## src/rtl/imem_load_ctrl_pkg.sv

```systemverilog
// Shared constants and types for the instruction store and its load/run controller.
package imem_pkg;

  localparam int unsigned DW    = 16;
  localparam int unsigned AW    = 4;
  localparam int unsigned DEPTH = 16;

  localparam logic [3:0]    HALT_OP  = 4'hF;
  localparam logic [DW-1:0] NOP_WORD = 16'h0000;

  typedef enum logic [1:0] {
    IDLE,
    LOAD,
    RUN,
    HALT
  } state_t;

endpackage

```

## src/rtl/imem_load_ctrl_if.sv

```systemverilog
// Loader handshake, run control and CPU fetch bus of the instruction store.
interface imem_load_ctrl_if;
  import imem_pkg::*;

  logic          load_start;
  logic          ld_valid;
  logic [DW-1:0] ld_data;
  logic          ld_last;
  logic          ld_ready;
  logic          run_start;
  logic          fetch_req;
  logic [AW-1:0] fetch_addr;
  logic [DW-1:0] fetch_instr;
  logic          fetch_valid;
  logic          cpu_run;
  logic          halted;
  logic [AW:0]   load_count;

  // Controller side.
  modport slave (
    input  load_start, ld_valid, ld_data, ld_last, run_start, fetch_req, fetch_addr,
    output ld_ready, fetch_instr, fetch_valid, cpu_run, halted, load_count
  );

  // Loader / CPU side.
  modport master (
    output load_start, ld_valid, ld_data, ld_last, run_start, fetch_req, fetch_addr,
    input  ld_ready, fetch_instr, fetch_valid, cpu_run, halted, load_count
  );

endinterface

```

## src/rtl/imem_load_ctrl_ram16.sv

```systemverilog
// DEPTH x DW register-array store: async clear to NOPs, one sync write port,
// one registered read port. rnext_o is the word the read port would capture,
// so the controller can decode HALT on the same edge as the read.
module imem_ram16
  import imem_pkg::*;
(
  input  logic          clk,
  input  logic          rst_n,
  input  logic          we_i,
  input  logic [AW-1:0] waddr_i,
  input  logic [DW-1:0] wdata_i,
  input  logic          re_i,
  input  logic [AW-1:0] raddr_i,
  output logic [DW-1:0] rdata_o,
  output logic [DW-1:0] rnext_o
);

  logic [DW-1:0] mem_q [DEPTH];
  logic [DW-1:0] mem_d [DEPTH];
  logic [DW-1:0] rdata_q, rdata_d;

  // Next-state of the array and read register.
  always_comb begin
    mem_d   = mem_q;
    rdata_d = rdata_q;
    if (we_i) mem_d[waddr_i] = wdata_i;
    if (re_i) rdata_d = mem_q[raddr_i];
  end

  // Storage with asynchronous clear.
  always_ff @(posedge clk or negedge rst_n) begin
    if (!rst_n) begin
      for (int i = 0; i < DEPTH; i++) mem_q[i] <= NOP_WORD;
      rdata_q <= NOP_WORD;
    end else begin
      mem_q   <= mem_d;
      rdata_q <= rdata_d;
    end
  end

  assign rdata_o = rdata_q;
  assign rnext_o = mem_q[raddr_i];

endmodule

```

## src/rtl/imem_load_ctrl.sv

```systemverilog
// Load/run controller around the writable instruction store.
module imem_load_ctrl
  import imem_pkg::*;
(
  input  logic             clk,
  input  logic             rst_n,
  imem_load_ctrl_if.slave  bus
);

  state_t        state_q, state_d;
  logic [AW-1:0] wptr_q, wptr_d;
  logic [AW:0]   cnt_q, cnt_d;
  logic          fv_q, fv_d;
  logic          we, re;
  logic [DW-1:0] rdata, rnext;

  imem_ram16 u_ram (
    .clk     (clk),
    .rst_n   (rst_n),
    .we_i    (we),
    .waddr_i (wptr_q),
    .wdata_i (bus.ld_data),
    .re_i    (re),
    .raddr_i (bus.fetch_addr),
    .rdata_o (rdata),
    .rnext_o (rnext)
  );

  // Next-state, write/read strobes. load_start > run_start > fetch_req everywhere.
  always_comb begin
    state_d = state_q;
    wptr_d  = wptr_q;
    cnt_d   = cnt_q;
    we      = 1'b0;
    re      = 1'b0;
    if (bus.load_start) begin
      state_d = LOAD;
      wptr_d  = '0;
      cnt_d   = '0;
    end else begin
      unique case (state_q)
        IDLE: if (bus.run_start) state_d = RUN;
        LOAD: begin
          if (bus.ld_valid) begin
            we     = 1'b1;
            wptr_d = wptr_q + AW'(1);
            if (cnt_q != (AW+1)'(DEPTH)) cnt_d = cnt_q + (AW+1)'(1);
            if (bus.ld_last || wptr_q == AW'(DEPTH - 1)) state_d = IDLE;
          end
        end
        RUN: begin
          if (!bus.run_start && bus.fetch_req) begin
            re = 1'b1;
            if (rnext[DW-1:DW-4] == HALT_OP) state_d = HALT;
          end
        end
        HALT: if (bus.run_start) state_d = RUN;
        default: state_d = IDLE;
      endcase
    end
    fv_d = re;
  end

  // Controller state registers.
  always_ff @(posedge clk or negedge rst_n) begin
    if (!rst_n) begin
      state_q <= IDLE;
      wptr_q  <= '0;
      cnt_q   <= '0;
      fv_q    <= 1'b0;
    end else begin
      state_q <= state_d;
      wptr_q  <= wptr_d;
      cnt_q   <= cnt_d;
      fv_q    <= fv_d;
    end
  end

  assign bus.ld_ready    = (state_q == LOAD);
  assign bus.cpu_run     = (state_q == RUN);
  assign bus.halted      = (state_q == HALT);
  assign bus.fetch_instr = rdata;
  assign bus.fetch_valid = fv_q;
  assign bus.load_count  = cnt_q;

endmodule

```

## src/flat_wrapper.sv

```systemverilog
// flat-port wrapper written by rule: the top's interface ports become plain ports
module imem_load_ctrl_flat import imem_pkg::*;
  (clk, rst_n, bus_load_start, bus_ld_valid, bus_ld_data, bus_ld_last, bus_run_start, bus_fetch_req, bus_fetch_addr, bus_ld_ready, bus_fetch_instr, bus_fetch_valid, bus_cpu_run, bus_halted, bus_load_count);
  imem_load_ctrl_if bus_i ();
  input  logic clk;
  input  logic rst_n;
  input wire logic [$bits(bus_i.load_start)-1:0] bus_load_start;
  input wire logic [$bits(bus_i.ld_valid)-1:0] bus_ld_valid;
  input wire logic [$bits(bus_i.ld_data)-1:0] bus_ld_data;
  input wire logic [$bits(bus_i.ld_last)-1:0] bus_ld_last;
  input wire logic [$bits(bus_i.run_start)-1:0] bus_run_start;
  input wire logic [$bits(bus_i.fetch_req)-1:0] bus_fetch_req;
  input wire logic [$bits(bus_i.fetch_addr)-1:0] bus_fetch_addr;
  output wire logic [$bits(bus_i.ld_ready)-1:0] bus_ld_ready;
  output wire logic [$bits(bus_i.fetch_instr)-1:0] bus_fetch_instr;
  output wire logic [$bits(bus_i.fetch_valid)-1:0] bus_fetch_valid;
  output wire logic [$bits(bus_i.cpu_run)-1:0] bus_cpu_run;
  output wire logic [$bits(bus_i.halted)-1:0] bus_halted;
  output wire logic [$bits(bus_i.load_count)-1:0] bus_load_count;
  assign bus_i.load_start = bus_load_start;
  assign bus_i.ld_valid = bus_ld_valid;
  assign bus_i.ld_data = bus_ld_data;
  assign bus_i.ld_last = bus_ld_last;
  assign bus_i.run_start = bus_run_start;
  assign bus_i.fetch_req = bus_fetch_req;
  assign bus_i.fetch_addr = bus_fetch_addr;
  assign bus_ld_ready = bus_i.ld_ready;
  assign bus_fetch_instr = bus_i.fetch_instr;
  assign bus_fetch_valid = bus_i.fetch_valid;
  assign bus_cpu_run = bus_i.cpu_run;
  assign bus_halted = bus_i.halted;
  assign bus_load_count = bus_i.load_count;
  imem_load_ctrl u_core (.clk(clk), .rst_n(rst_n), .bus(bus_i));
endmodule
```

## config.mk

```make
export PLATFORM = sky130hd
export DESIGN_NAME = imem_load_ctrl_flat
export DESIGN_NICKNAME = d
export VERILOG_FILES = /design/src/rtl/imem_load_ctrl_pkg.sv /design/src/rtl/imem_load_ctrl_if.sv /design/src/rtl/imem_load_ctrl_ram16.sv /design/src/rtl/imem_load_ctrl.sv /design/src/flat_wrapper.sv
export SDC_FILE = /design/constraint.sdc
export NUM_CORES = 1
export LEC_CHECK = 0
export ABC_AREA = 1
export CAP_MARGIN = 20
export CORE_ASPECT_RATIO = 0.5
export CORE_MARGIN = 8
export CORE_UTILIZATION = 33
export CTS_BUF_LIST = sky130_fd_sc_hd__clkbuf_8
export CTS_CLUSTER_SIZE = 12
export DETAILED_ROUTE_END_ITERATION = 10
export GPL_TIMING_DRIVEN = 0
export PLACE_DENSITY = 0.51
export RECOVER_POWER = 100
export SYNTH_ARGS = -nofsm -noshare
export SYNTH_HDL_FRONTEND = slang
export SYNTH_HIERARCHICAL = 1
export SYNTH_SLANG_ARGS = --single-unit
```

## constraint.sdc

```tcl
create_clock -name clk -period 3.7 [get_ports clk]
set_clock_uncertainty 0.2 [all_clocks]
set_input_delay 0.74 -clock clk [delete_from_list [all_inputs] [get_ports clk]]
set_output_delay 0.74 -clock clk [all_outputs]
set_load 0.01 [all_outputs]
```

==> parameters.txt <==
Parameter                              Value

Setup path
  R2R Path Start    u_core/state_q[1]$_DFFE_PN0P_
  CP cell instances    dlygate4sd3_1, inv_1, clkbuf_1, nand3_1, nand3_1, nand3_1, nand2_1, nand2_1, nor2_1, nand2_1, nand2_1, nand3_1, nand2_1, nand2_1
  Critical path origin    bus_fetch_addr[1]
  Reg2reg setup slack    0.53 ns
  WP depth    14
  Data required time of the worst path    3.98 ns
  Buffering stage count on the worst path with inverters included    3
  Worst-case reg-to-reg path depth    11
  Destination of the critical timing path    u_core/state_q[1]$_DFFE_PN0P_
  Largest delay share family, worst path    buffers and inverters
  Largest fanout on the critical path    10
  Peak per-stage delay on the critical path    between 0.5 and 0.6 ns
  Worst reg2reg path endpoint    u_core/u_ram/mem_q[0]$_DFFE_PN0P_
  Type of the setup path with the least slack    in -> reg
  Worst Setup Start Kind    primary input
  Critical path capture point type    flip-flop
  CP dominant cell by count    sky130_fd_sc_hd__nand2_1
  Worst path slowest cell    sky130_fd_sc_hd__dlygate4sd3_1
  WP data arrival    approximately 3.6 ns

Pwr
  Max rail drop VDD    between 200 and 250 µV
  Leakage component of the power    7.75 nW
  Final Power    approximately 8 mW
  Power per unit of standard cell area    between 400 and 500 nW/µm²

Clock network
  Root Driver    sky130_fd_sc_hd__clkbuf_8
  CTS H-tree lvls    2
  Total CTS buffers    46
  Clock sinks    284
  Clock transition at the registers of the reported paths    ~0.060 ns
  Resize count post-CTS    0
  Insertion delay to the later sink of the worst-skew pair    0.58 ns
  CTS tree    yes
  Clock Tree Buf Depth    3
  Post-CTS Setup Inserts    0

Timing
  Setup repair after global routing missed its margin    no
  Final worst path period share    0.907
  Slew margin rel.    0.444
  Worst-margin pin slew    between 0.8 and 0.9 ns
  Time the worst path needs with I/O delays and setup    ~3.4 ns
  Final hold violation count    0
  Fmax achieved    approximately 300 MHz
  Final number of max-transition violations    0
  Finish-stage setup viols    0

GRT
  Tot GR Track Use    0.205
  Global route total overflow    0
  Initial antenna violation count    0
  Largest net degree at the start of global routing    108
  Vias in the first global route    11500
  Wire length of the first global-routing pass    76600 µm

Layout
  Non-filler cells, final    2491
  Fraction of final layout cells with drive strength greater than 1    0.0680
  Post-layout net count    ~1900
  Number of fill cells    4360
  Growth of design area from synthesis to finish    15.3%
  Count of antenna diodes in the layout    0

Status
  Outcome    finished clean

Yosys
  Biggest area consumer among synthesized cells    sky130_fd_sc_hd__dfrtp_1
  Netlist Area Pre-Place    ~14000 µm²
  EDFF count, synth    0
  Async SR Flop Fraction    1.00
  Total of flip-flops plus latches after synthesis    around 280
  Syn_nets    around 1800
  Post-synthesis cell type count    29
  Most used standard cell by instance count after synthesis    sky130_fd_sc_hd__nand2_1
  Synth top cells by count    sky130_fd_sc_hd__nand2_1, sky130_fd_sc_hd__dfrtp_1, sky130_fd_sc_hd__inv_1
  Main synth FF type    sky130_fd_sc_hd__dfrtp_1
  Number of warnings issued by yosys    6
  Synth top area cells    sky130_fd_sc_hd__dfrtp_1, sky130_fd_sc_hd__nand2_1, sky130_fd_sc_hd__nand3_1
  Portion of the post-synthesis area used by sequential elements    0.515
  Yosys top cell area share    0.515
  Mean Syn Cell Area    around 7.6 µm²
  Cells after Synth    between 1500 and 2000

Floorplanning
  Die height    161 µm
  Number of standard-cell rows in the floorplan    53
  Floorplan core area    41600 µm²
  Die W    ~310 µm
  Starting density of the core    0.332
  Die Outline Area    about 49000 µm²
  I/O pin cnt    52

Run
  Number of max-capacitance violations reported    0

Detailed routing
  Number of vias in the routed layout    12300
  Wire length reported by the detailed router    roughly 51000 µm
  Via-per-instance ratio    between 4 and 5
  Total iterations of the first detailed-routing run    6
  Post-DR wirelength/cell    about 20 µm
  Residual DRC count    0
  First-iteration detailed-routing DRC count    1451
  DRT antenna net count    0

Placed design
  IO buf count    47
  Placed cells    2413
  Gpl congestion    0.924
  Detail Placement HPWL    approximately 35000 µm

Hold path
  Worst min-delay path class    in -> reg
  Worst hold stages    2
## stage by stage
stage	hold slack, ns	cell area (µm²)	worst slack [ns]	util	TNS, ns
floorplan	0.244	13800	1.46	-	0
global placement	0.263	14900	-11.50	0.359	-3256.04
detailed placement	0.268	15000	0.0670	0.361	0
CTS	0.144	15900	0.695	0.383	0
global route	0.170	15900	0.275	0.382	0
finish	0.179	15900	0.344	0.382	0
## layout by cell type, fill, tap and decap left out
cell type,n
sky130_fd_sc_hd__buf_6,13
sky130_fd_sc_hd__inv_2,2
sky130_fd_sc_hd__o31ai_1,1
sky130_fd_sc_hd__buf_4,5
sky130_fd_sc_hd__nand4_1,5
sky130_fd_sc_hd__dfrtp_1,284
sky130_fd_sc_hd__or2_2,1
sky130_fd_sc_hd__nand3_1,222
sky130_fd_sc_hd__o21bai_1,1
sky130_fd_sc_hd__ha_1,7
sky130_fd_sc_hd__inv_1,259
sky130_fd_sc_hd__nand3b_1,1
sky130_fd_sc_hd__nand4_4,1
sky130_fd_sc_hd__o21ai_1,7
sky130_fd_sc_hd__nor4_1,1
sky130_fd_sc_hd__clkinv_2,5
sky130_fd_sc_hd__buf_16,2
sky130_fd_sc_hd__buf_2,35
sky130_fd_sc_hd__xnor2_1,2
sky130_fd_sc_hd__o21ai_2,1
sky130_fd_sc_hd__buf_8,1
sky130_fd_sc_hd__clkinvlp_4,1
sky130_fd_sc_hd__a21oi_1,1
sky130_fd_sc_hd__or2_1,2
sky130_fd_sc_hd__nor2_4,1
sky130_fd_sc_hd__nor2_1,21
sky130_fd_sc_hd__clkbuf_8,62
sky130_fd_sc_hd__clkdlybuf4s50_1,20
sky130_fd_sc_hd__dlygate4sd3_1,27
sky130_fd_sc_hd__inv_4,2
sky130_fd_sc_hd__clkbuf_1,51
sky130_fd_sc_hd__o21ai_0,251
sky130_fd_sc_hd__nand2_1,646
## cell families after synthesis
family,share of synthesized area
buffers and inverters,0.110
AND/OR/NAND/NOR,0.271
AO/OA/AOI/OAI,0.0957
flip-flops,0.515
XOR/XNOR,0.00127
adder cells (fa/ha/maj),0.00635
## state kept, by name, indices dropped and copies added, names as in the netlist
signal                  flops
u_core/bus.fetch_valid      1
u_core/u_ram/mem_q        256
u_core/wptr_q               4
u_core/bus.load_count       5
u_core/u_ram/rdata_o       16
u_core/state_q              2
## worst reg2reg max path: stages (launching register included)
cell and delay (ns):
sky130_fd_sc_hd__dfrtp_1 0.41, sky130_fd_sc_hd__inv_1 0.09, sky130_fd_sc_hd__ha_1 0.19, sky130_fd_sc_hd__nand2_1 0.15, sky130_fd_sc_hd__nor2_1 0.33, sky130_fd_sc_hd__clkbuf_1 0.42, sky130_fd_sc_hd__nand2_1 0.10, sky130_fd_sc_hd__nor2_1 0.27
sky130_fd_sc_hd__nand2_1 0.27, sky130_fd_sc_hd__clkbuf_1 0.36, sky130_fd_sc_hd__nand2_1 0.14, sky130_fd_sc_hd__o21ai_1 0.09
## per-layer routing
layer,wire (µm),vias to the layer above,global-route usage
li1,-,5851,-
met1,24600,5926,0.310
met2,20700,446,0.293
met3,4220,82,0.0436
met4,1230,0,0.0531
met5,0,-,0
## power breakdown
group / total (mW) / internal [mW] / switching, mW / leakage (nW)
registers: 3.66 / 3.46 / 0.206 / 3.40
clock network: 2.79 / 1.48 / 1.31 / 0.513
logic: 1.39 / 0.494 / 0.899 / 3.84
total: 7.85 / 5.43 / 2.42 / 7.75
## how the worst min path moves through the flow
stage                                              from                                   to  slack [ns]
CTS                                      bus_load_start         u_core/wptr_q[3]$_DFFE_PN0P_        0.14
floorplan                                         rst_n     u_core/bus.fetch_valid$_DFF_PN0_        0.24
global placement    u_core/u_ram/mem_q[177]$_DFFE_PN0P_  u_core/u_ram/mem_q[177]$_DFFE_PN0P_        0.26
finish                                   bus_load_start         u_core/wptr_q[3]$_DFFE_PN0P_        0.18
detailed placement  u_core/u_ram/mem_q[177]$_DFFE_PN0P_  u_core/u_ram/mem_q[177]$_DFFE_PN0P_        0.27
global route                             bus_load_start         u_core/wptr_q[3]$_DFFE_PN0P_        0.17
## final cells by class
class / count / area, µm² / share of cell area
Sequential cell: 284 / 7110 / 0.447
Buffer: 104 / 551 / 0.0346
Clock buffer: 62 / 853 / 0.0537
Multi-Input combinational cell: 1172 / 5140 / 0.323
Inverter: 254 / 958 / 0.0603
Clock inverter: 15 / 66.3 / 0.00417
Tap cell: 550 / 688 / 0.0433
Timing Repair Buffer: 50 / 541 / 0.0340
## timing repair
item / 4_1_cts / 5_1_grt
hold buffers: 1 / 0
endpoints found under the hold margin: 72 / 0
setup endpoints to repair: 0 / 0
No activity file was read; power rests on OpenSTA's default activity.
==> RTL change (same flow settings) <==
Set the package constant `DEPTH` to 32 (it was 16).
--- a/src/rtl/imem_load_ctrl_pkg.sv
+++ b/src/rtl/imem_load_ctrl_pkg.sv
@@ -5,3 +5,3 @@
   localparam int unsigned AW    = 4;
-  localparam int unsigned DEPTH = 16;
+  localparam int unsigned DEPTH = 32;
 
Behaviour: not the same (Yosys sat finds a counterexample within 4 cycles, from zero or initial values and one cycle with rst_n low).
==> RTL change against the original RTL <==
Largest cell class unchanged. Global-route usage grew 1.1 points. Synthesized area shrank 1.1%. Wire length is 3.7% higher. Total power grew 0.22%. Setup slack worse by 57 ps. Die area is 1.0% lower. Sequential cell count is the same. Cell area down 0.73%. Non-clock buffer count grew 15. Critical path type unchanged. Synthesized cell count is 0.11% lower. Clock power about the same.
==> RTL change: results (changes against the original RTL) <==
| Metric | Value |
|---|---|
| Status | `completed` |
| Share of power burned in combinational logic | `0.181 (+0.003)` |
| Global Route met2 Usage | `0.3248 (+0.03224)` |
| Pin count of the biggest net entering global routing | `111 (+2.8%)` |
| Final critical-path share of the clock period | `0.9224 (+0.01536)` |
| Power Total | `7.866 mW (+0.22%)` |
| GPL Wtd Cong | `0.9395 (+1.7%)` |
| Reg2reg path depth | `9 (-2)` |
| Met3 usage | `0.06950 (+0.02587)` |
| Setup slack, reg-to-reg | `370 ps (-160 ps)` |
| Crit path to | `u_core/state_q[0]$_DFFE_PN0P_` |
| Grt met1 use | `0.2948 (-0.01525)` |
| Layout cell share with drive strength beyond 1 | `0.05139 (-0.01662)` |
| Hpwl dp | `37550 um (+6.5%)` |
| Synth top cells by count | `nand2_1, dfrtp_1, o21ai_0` |
| DP Area | `14850 sq um (-1.0%)` |
| Setup crit start | `bus_fetch_addr[0]` |
| Net Sw Frac | `0.3157 (+0.007836)` |
| First-pass GRT wire length | `78920 um (+3.0%)` |
| Cts bufs inserted | `45 (-2.2%)` |
| Post-Syn Nets | `1846 (-0.11%)` |
| Vias in the first global route | `12287 (+7.0%)` |
| Worst-Skew Late Latency | `620 ps (+40 ps)` |
| First-pass iteration count of the detailed router | `5 (-1)` |
| Filler cell count | `4412 (+1.2%)` |
| Post-Route WL | `52620 um (+3.7%)` |
| RR Endpoint | `u_core/u_ram/mem_q[401]$_DFFE_PN0P_` |
RTL change: cell types whose count changed in the layout (fill, tap and decap cells not counted), moves of 3 or more:
cell,change
o21ai_0,+36
clkbuf_1,+32
nand2_1,-27
inv_1,+16
nand3_1,-16
buf_2,-14
buf_6,-12
buf_1,+9
o21ai_1,-6
clkbuf_8,-5
nor2_1,-5
buf_4,-3
clkinv_2,-3
RTL change: cells by family after synthesis:
family,count (synthesis),share of synthesized area
compound gates,291,0.1070
buf+inv,375,0.1070
xor+xnor,2,0.001285
flops,284,0.5211
fa+ha+maj,7,0.006422
simple gates,853,0.2572
RTL change: worst max-delay path: cells and delay by family:
| kind | cells | cell delay, ps |
|---|---|---|
| buffers and inverters | 3 | 1730 |
| and+or+nand+nor | 12 | 1260 |
RTL change: cell type report:
cell class / count / area [sq um] / share of cell area
Clock buffer: 57 / 784.5 / 0.04970
Clock inverter: 26 / 140.1 / 0.008878
Inverter: 257 / 967.2 / 0.06128
Buffer: 118 / 486.7 / 0.03084
Timing Repair Buffer: 51 / 550.5 / 0.03488
Antenna cell: 1 / 2.502 / 0.0001585
Tap cell: 540 / 675.6 / 0.04281
Multi-Input combinational cell: 1153 / 5070 / 0.3212
Sequential cell: 284 / 7107 / 0.4503
RTL change: through the flow:
| step | hold slack [ps] | cells | TNS [ps] |
|---|---|---|---|
| after floorplan | 244.4 | 1812 | 0 |
| after global placement | 265.5 | 2400 | -3236230 |
| after detailed placement | 266.7 | 2402 | -272.7 |
| after CTS | 124.0 | 2486 | 0 |
| after global routing | 147.9 | 2487 | 0 |
| final | 154.8 | 2487 | 0 |
